### src/rtl/mips_pkg.sv
// Shared MIPS pipeline types and constants.
// Used by fetch_stage, ifid_reg and the instruction memory.
package mips_pkg;

  localparam int WORD_W = 32;
  localparam int IMEM_DEPTH_DEF = 128;

  // sll $0,$0,0
  localparam logic [WORD_W-1:0] NOP_WORD = 32'h0000_0000;

  typedef enum logic [1:0] {
    BOOT = 2'd0,
    RUN  = 2'd1,
    OOB  = 2'd2
  } fetch_state_t;

endpackage

### src/rtl/fetch_stage_ifid_reg.sv
// IF/ID pipeline register with hold and flush.
// Ports: clk, rst, load, flush, instr, pc_plus1 -> ifid_instr, ifid_pc_plus1, ifid_valid.
module ifid_reg #(
  parameter logic [31:0] NOP_WORD = 32'h0000_0000
) (
  input  logic        clk,
  input  logic        rst,
  input  logic        load,
  input  logic        flush,
  input  logic [31:0] instr,
  input  logic [31:0] pc_plus1,
  output logic [31:0] ifid_instr,
  output logic [31:0] ifid_pc_plus1,
  output logic        ifid_valid
);

  // flush keeps pc_plus1: it only tracks captured instructions
  always_ff @(posedge clk) begin
    if (rst) begin
      ifid_instr    <= NOP_WORD;
      ifid_pc_plus1 <= 32'd0;
      ifid_valid    <= 1'b0;
    end else if (flush) begin
      ifid_instr <= NOP_WORD;
      ifid_valid <= 1'b0;
    end else if (load) begin
      ifid_instr    <= instr;
      ifid_pc_plus1 <= pc_plus1;
      ifid_valid    <= 1'b1;
    end
  end

endmodule

### src/rtl/fetch_stage.sv
// MIPS instruction-fetch stage: PC, BOOT/RUN/OOB FSM, IF/ID capture.
// Ports: clk, rst, stall, redirect_valid/target, imem_addr/instr,
//   pc, ifid_instr, ifid_pc_plus1, ifid_valid, fetch_oob.
// Optional FETCH_PERF_CNT_EN adds stall_cnt and flush_cnt.
module fetch_stage #(
  parameter logic [31:0] RESET_PC   = 32'd0,
  parameter int          IMEM_DEPTH = mips_pkg::IMEM_DEPTH_DEF,
  parameter logic [31:0] NOP_WORD   = mips_pkg::NOP_WORD
) (
  input  logic        clk,
  input  logic        rst,
  input  logic        stall,
  input  logic        redirect_valid,
  input  logic [31:0] redirect_target,
  output logic [31:0] imem_addr,
  input  logic [31:0] imem_instr,
  output logic [31:0] pc,
  output logic [31:0] ifid_instr,
  output logic [31:0] ifid_pc_plus1,
  output logic        ifid_valid,
  output logic        fetch_oob
`ifdef FETCH_PERF_CNT_EN
  ,
  output logic [31:0] stall_cnt,
  output logic [31:0] flush_cnt
`endif
);
  import mips_pkg::*;

  localparam logic [31:0] LIMIT = 32'(IMEM_DEPTH);

  fetch_state_t state;
  fetch_state_t state_nx;
  logic [31:0]  pc_nx;
  logic [31:0]  pc_plus1;
  logic         in_range;
  logic         cap;
  logic         flush;

  assign pc_plus1  = pc + 32'd1;
  assign in_range  = pc < LIMIT;
  assign imem_addr = pc;
  assign fetch_oob = (state == OOB);

  // redirect wins in every state and
  // never range-checks its target
  always_comb begin
    state_nx = state;
    pc_nx    = pc;
    cap      = 1'b0;
    flush    = 1'b0;
    if (redirect_valid) begin
      pc_nx    = redirect_target;
      flush    = 1'b1;
      state_nx = RUN;
    end else begin
      unique case (state)
        BOOT: state_nx = RUN;
        RUN: begin
          if (!stall) begin
            if (in_range) begin
              cap   = 1'b1;
              pc_nx = pc_plus1;
            end else begin
              flush    = 1'b1;
              state_nx = OOB;
            end
          end
        end
        OOB: flush = 1'b1;
        default: state_nx = BOOT;
      endcase
    end
  end

  always_ff @(posedge clk) begin
    if (rst) begin
      state <= BOOT;
      pc    <= RESET_PC;
    end else begin
      state <= state_nx;
      pc    <= pc_nx;
    end
  end

  ifid_reg #(
    .NOP_WORD(NOP_WORD)
  ) u_ifid (
    .clk          (clk),
    .rst          (rst),
    .load         (cap),
    .flush        (flush),
    .instr        (imem_instr),
    .pc_plus1     (pc_plus1),
    .ifid_instr   (ifid_instr),
    .ifid_pc_plus1(ifid_pc_plus1),
    .ifid_valid   (ifid_valid)
  );

`ifdef FETCH_PERF_CNT_EN
  logic stall_evt;
  assign stall_evt = (state == RUN) && stall && !redirect_valid;

  always_ff @(posedge clk) begin
    if (rst) begin
      stall_cnt <= 32'd0;
      flush_cnt <= 32'd0;
    end else begin
      if (stall_evt && stall_cnt != 32'hFFFF_FFFF)
        stall_cnt <= stall_cnt + 32'd1;
      if (redirect_valid && flush_cnt != 32'hFFFF_FFFF)
        flush_cnt <= flush_cnt + 32'd1;
    end
  end
`endif

endmodule
### config.mk
export PLATFORM = sky130hd
export DESIGN_NAME = fetch_stage
export DESIGN_NICKNAME = d
export VERILOG_FILES = /design/src/rtl/mips_pkg.sv /design/src/rtl/fetch_stage_ifid_reg.sv /design/src/rtl/fetch_stage.sv
export SDC_FILE = /design/constraint.sdc
export NUM_CORES = 1
export LEC_CHECK = 0
export CORE_ASPECT_RATIO = 1.25
export CORE_MARGIN = 10
export CORE_UTILIZATION = 40
export CTS_BUF_LIST = sky130_fd_sc_hd__clkbuf_16
export DETAILED_ROUTE_END_ITERATION = 6
export PLACE_DENSITY = 0.77
export SYNTH_ARGS = -nofsm -noshare
export SYNTH_HDL_FRONTEND = slang
export SYNTH_HIERARCHICAL = 1
export SYNTH_SLANG_ARGS = --single-unit
### constraint.sdc
create_clock -name clk -period 2 [get_ports clk]
set_input_delay 0.3 -clock clk [delete_from_list [all_inputs] [get_ports clk]]
set_output_delay 0.3 -clock clk [all_outputs]
set_load 0.01 [all_outputs]
==> parameters.txt <==
Parameter                              Value

Worst hold path
  Worst min-delay path class    primary input to flip-flop

Synth
  Synth top area share    0.380
  Post-synthesis instance area    0.00521 sq mm
  Cell variety after synth    52
  Primary flip-flop cell chosen by synthesis mapping    sky130_fd_sc_hd__dfxtp_1
  Number of instances in the synthesized netlist    550
  Yosys synthesis warning count    6
  Ranking of synthesized cells by area    sky130_fd_sc_hd__dfxtp_1 (38%), sky130_fd_sc_hd__mux2i_1 (11%), sky130_fd_sc_hd__nand4bb_1 (6.9%)
  Async SR Flop Fraction    0
  Share of synthesized area occupied by flip-flops and latches    0.380
  Number of flops mapped to enable cells by yosys    0
  Library cell with the largest summed area after synthesis    sky130_fd_sc_hd__dfxtp_1
  Synthesized area per cell    9.47 sq um
  Number of synthesized register bits    99
  Syn_nets    622

Global route
  Largest net degree at the start of global routing    51
  Vias in the first global route    roughly 4800
  Global-route congestion overflow total    0
  Global-route wire length before repair    about 25 mm
  Overall routing resource usage    0.171
  Initial antenna violation count    0

Setup path
  WS Path Type    flip-flop to flip-flop
  Startpoint class of the critical path    flip-flop
  Buffer and inverter count on the worst path    2
  Critical Path Fanout Max    8
  Worst Path Arrival    2230 ps
  CP delay by family, top    simple AND/OR/NAND/NOR gates
  Largest stage delay on the critical path    390 ps
  Crit. End Element    flip-flop
  Worst reg2reg setup slack    5 ps
  Cells along the critical path    nor4_4 > and4b_1 > nand2_2 > nor2_4 > buf_6 > clkbuf_16 > mux2i_2 > nor2_1
  Required time worst endpoint    2230 ps
  Slowest cell on the critical path    sky130_fd_sc_hd__nor4_4

Power
  P_int    3340 uW
  Sw frac    0.262
  Reg power frac    0.457
  Combinational cell fraction of total power    0.180
  Power density of the placed cells    579 mW/mm^2
  Leakage    around 0.0028 uW
  Switch Pwr    between 1000 and 1500 uW
  Clock power frac    0.363
  Peak supply drop    306 uV

Finish
  Combined flip-flop and latch cell area    0.00199 sq mm
  Fill cell instance count of the final layout    1053
  Final nets    ~800
  Synthesis-to-layout area growth    50.0%
  Inserted Diodes    0
  Ratio of cells with drive above 1 in the final layout    0.147
  Final standard cell count with taps included and fillers excluded    916
  Core utilization of the finished layout    0.614
  Multi-input combinational cell area    0.00278 sq mm

Clocking
  Worst skew pair latency    340 ps
  Number of clock buffers inserted by TritonCTS    9
  CTS Hold Buffers Added    0
  TritonCTS Sinks    99
  Clock transition at path regs    70 ps
  Buffer type at the clock tree root    sky130_fd_sc_hd__clkbuf_16
  Deepest clock path buffer count    2
  H-tree levels    3
  Clock tree from TritonCTS    done

Outcome
  Status    finished, final reports clean

Timing
  Max transition margin    0.669
  Hold Vio Cnt, Final    0
  Pins over their slew limit    0
  Unrepaired setup endpoints after global routing    true
  Hold slack final    between 200 and 300 ps
  Top achievable clock speed    501 MHz
  Period Utilization, post-route    0.998
  Post-Route Skew    7.59 ps
  Final critical delay including setup and external delays    2000 ps
  Transition time at the pin with the least slew margin    496 ps
  Number of setup violations in the final report    0

Floorplan
  Row cnt    46
  Die extent in x    122 microns
  Starting Density    0.410
  Die outline height    148 microns
  Count of boundary I/O pins    198
  Floorplan die area    0.0180 sq mm
  CORE AREA    between 0.01 and 0.015 sq mm

Route
  DRC violations left    0
  Detailed-route via count    4694
  Pre-antenna DRT Iters    4
  Number of violations reported at the end of detailed-routing iteration 0    roughly 290
  Routed wire per std cell    18.1 microns
  Final wirelength    roughly 17 mm
  Post-DR vias/cell    5.12
  Post-DRT Antenna Nets    0

Place
  Placed cell count    889
  HPWL Detailed    between 10 and 15 mm
  Final weighted congestion in routability-driven placement    about 0.9
  IO buf count    ~200

Run
  Max Cap Violations    0
[cells in the mapped netlist, types with 9 or more instances]
cell and instances:
sky130_fd_sc_hd__dfxtp_1 99, sky130_fd_sc_hd__nor2_1 70, sky130_fd_sc_hd__mux2i_1 56, sky130_fd_sc_hd__buf_4 34, sky130_fd_sc_hd__nand2b_1 32, sky130_fd_sc_hd__nand4bb_1 32
sky130_fd_sc_hd__o21ai_1 30, sky130_fd_sc_hd__xnor2_1 27, sky130_fd_sc_hd__nand4_1 18, sky130_fd_sc_hd__nand3_1 15, sky130_fd_sc_hd__clkbuf_1 14, sky130_fd_sc_hd__buf_2 9
[cell families after synthesis]
logic type               count (synthesis)  share of synthesized area
buffers and inverters                   79                      0.108
adder cells (fa/ha/maj)                  4                    0.00960
XOR/XNOR                                30                     0.0504
flip-flops                              99                      0.380
AO/OA/AOI/OAI                           55                     0.0658
multiplexers                            56                      0.108
AND/OR/NAND/NOR                        227                      0.278
[placed cells by master, fill, tap and decap left out, types with 4 or more instances in the layout]
cell | Yosys | final
sky130_fd_sc_hd__mux2i_1 | 56 | 51
sky130_fd_sc_hd__nor3_1 | 5 | 4
sky130_fd_sc_hd__o21ai_1 | 30 | 30
sky130_fd_sc_hd__inv_1 | 5 | 4
sky130_fd_sc_hd__nand4bb_1 | 32 | 32
sky130_fd_sc_hd__dfxtp_1 | 99 | 93
sky130_fd_sc_hd__inv_6 | 0 | 4
sky130_fd_sc_hd__and4_1 | 8 | 8
sky130_fd_sc_hd__nand4_1 | 18 | 18
sky130_fd_sc_hd__nand2_1 | 8 | 8
sky130_fd_sc_hd__mux2i_2 | 0 | 4
sky130_fd_sc_hd__nor3b_1 | 4 | 4
sky130_fd_sc_hd__buf_4 | 34 | 48
sky130_fd_sc_hd__and2_1 | 4 | 4
sky130_fd_sc_hd__o21ai_0 | 7 | 7
sky130_fd_sc_hd__xnor2_1 | 27 | 27
sky130_fd_sc_hd__clkbuf_16 | 0 | 12
sky130_fd_sc_hd__nand2b_1 | 32 | 32
sky130_fd_sc_hd__clkdlybuf4s50_1 | 0 | 194
sky130_fd_sc_hd__and3_1 | 7 | 6
sky130_fd_sc_hd__a21oi_1 | 4 | 4
sky130_fd_sc_hd__nor4_4 | 0 | 4
sky130_fd_sc_hd__buf_12 | 4 | 5
sky130_fd_sc_hd__nor2_1 | 70 | 69
sky130_fd_sc_hd__nand3_1 | 15 | 15
sky130_fd_sc_hd__dfxtp_2 | 0 | 6
[power by group through the flow]
stage / combinational, uW / clock [uW] / sequential, uW
floorplan: 369 / 0 / 2150
global placement: 788 / 0 / 2110
detailed placement: 802 / 0 / 2110
CTS: 806 / 1690 / 2060
global route: 874 / 1780 / 2070
finish: 814 / 1640 / 2070
[area by class of cell]
class | instances | share of cell area
clock buffers | 9 | 0.0288
well taps | 168 | 0.0269
flip-flops and latches | 99 | 0.255
multi-input cells | 372 | 0.356
inverters | 5 | 0.00240
clock inverters | 7 | 0.00720
repair buffers | 256 | 0.324
[sequential cells by signal, indices dropped and copies added (netlist names)]
| signal | flops |
|---|---|
| u_ifid/ifid_valid | 1 |
| imem_addr | 32 |
| u_ifid/ifid_pc_plus1 | 32 |
| u_ifid/ifid_instr | 32 |
| state | 2 |
[final timing paths]
check,from,endpoint,cells after the start
setup / recovery,imem_addr[29],u_ifid/ifid_instr[7],8
hold / removal,redirect_valid,imem_addr[7],2
setup reg to reg,imem_addr[29],u_ifid/ifid_instr[7],8
hold reg to reg,u_ifid/ifid_pc_plus1[29],u_ifid/ifid_pc_plus1[29],2
[per-layer routing]
metal,up-vias,routed length (microns),global-route usage,part of all wire
met3,25,1260,0.0476,0.076
met4,0,396,0.0702,0.024
met2,188,8070,0.285,0.49
met1,2181,6860,0.201,0.41
met5,-,0,0,0
li1,2300,-,-,-
[what timing repair did]
item,in CTS,in global routing
buffers inserted,0,6
pin swaps,0,13
setup endpoints to repair,7,66
resized for setup,2,23
gates cloned,0,5
endpoints found under the hold margin,0,0
[through the flow]
stage                     worst slack [ps]  setup TNS, ps  area, sq um  total power, uW
after floorplan                       1.83              0         5260             2520
after global placement                -134          -6080         7300             2900
after detailed placement              -224         -10350         7300             2910
after CTS                             26.4              0         7580             4560
after global routing                 -68.5          -1390         7820             4720
final                                 4.91              0         7820             4530
Power figures use the tool's default switching activity.
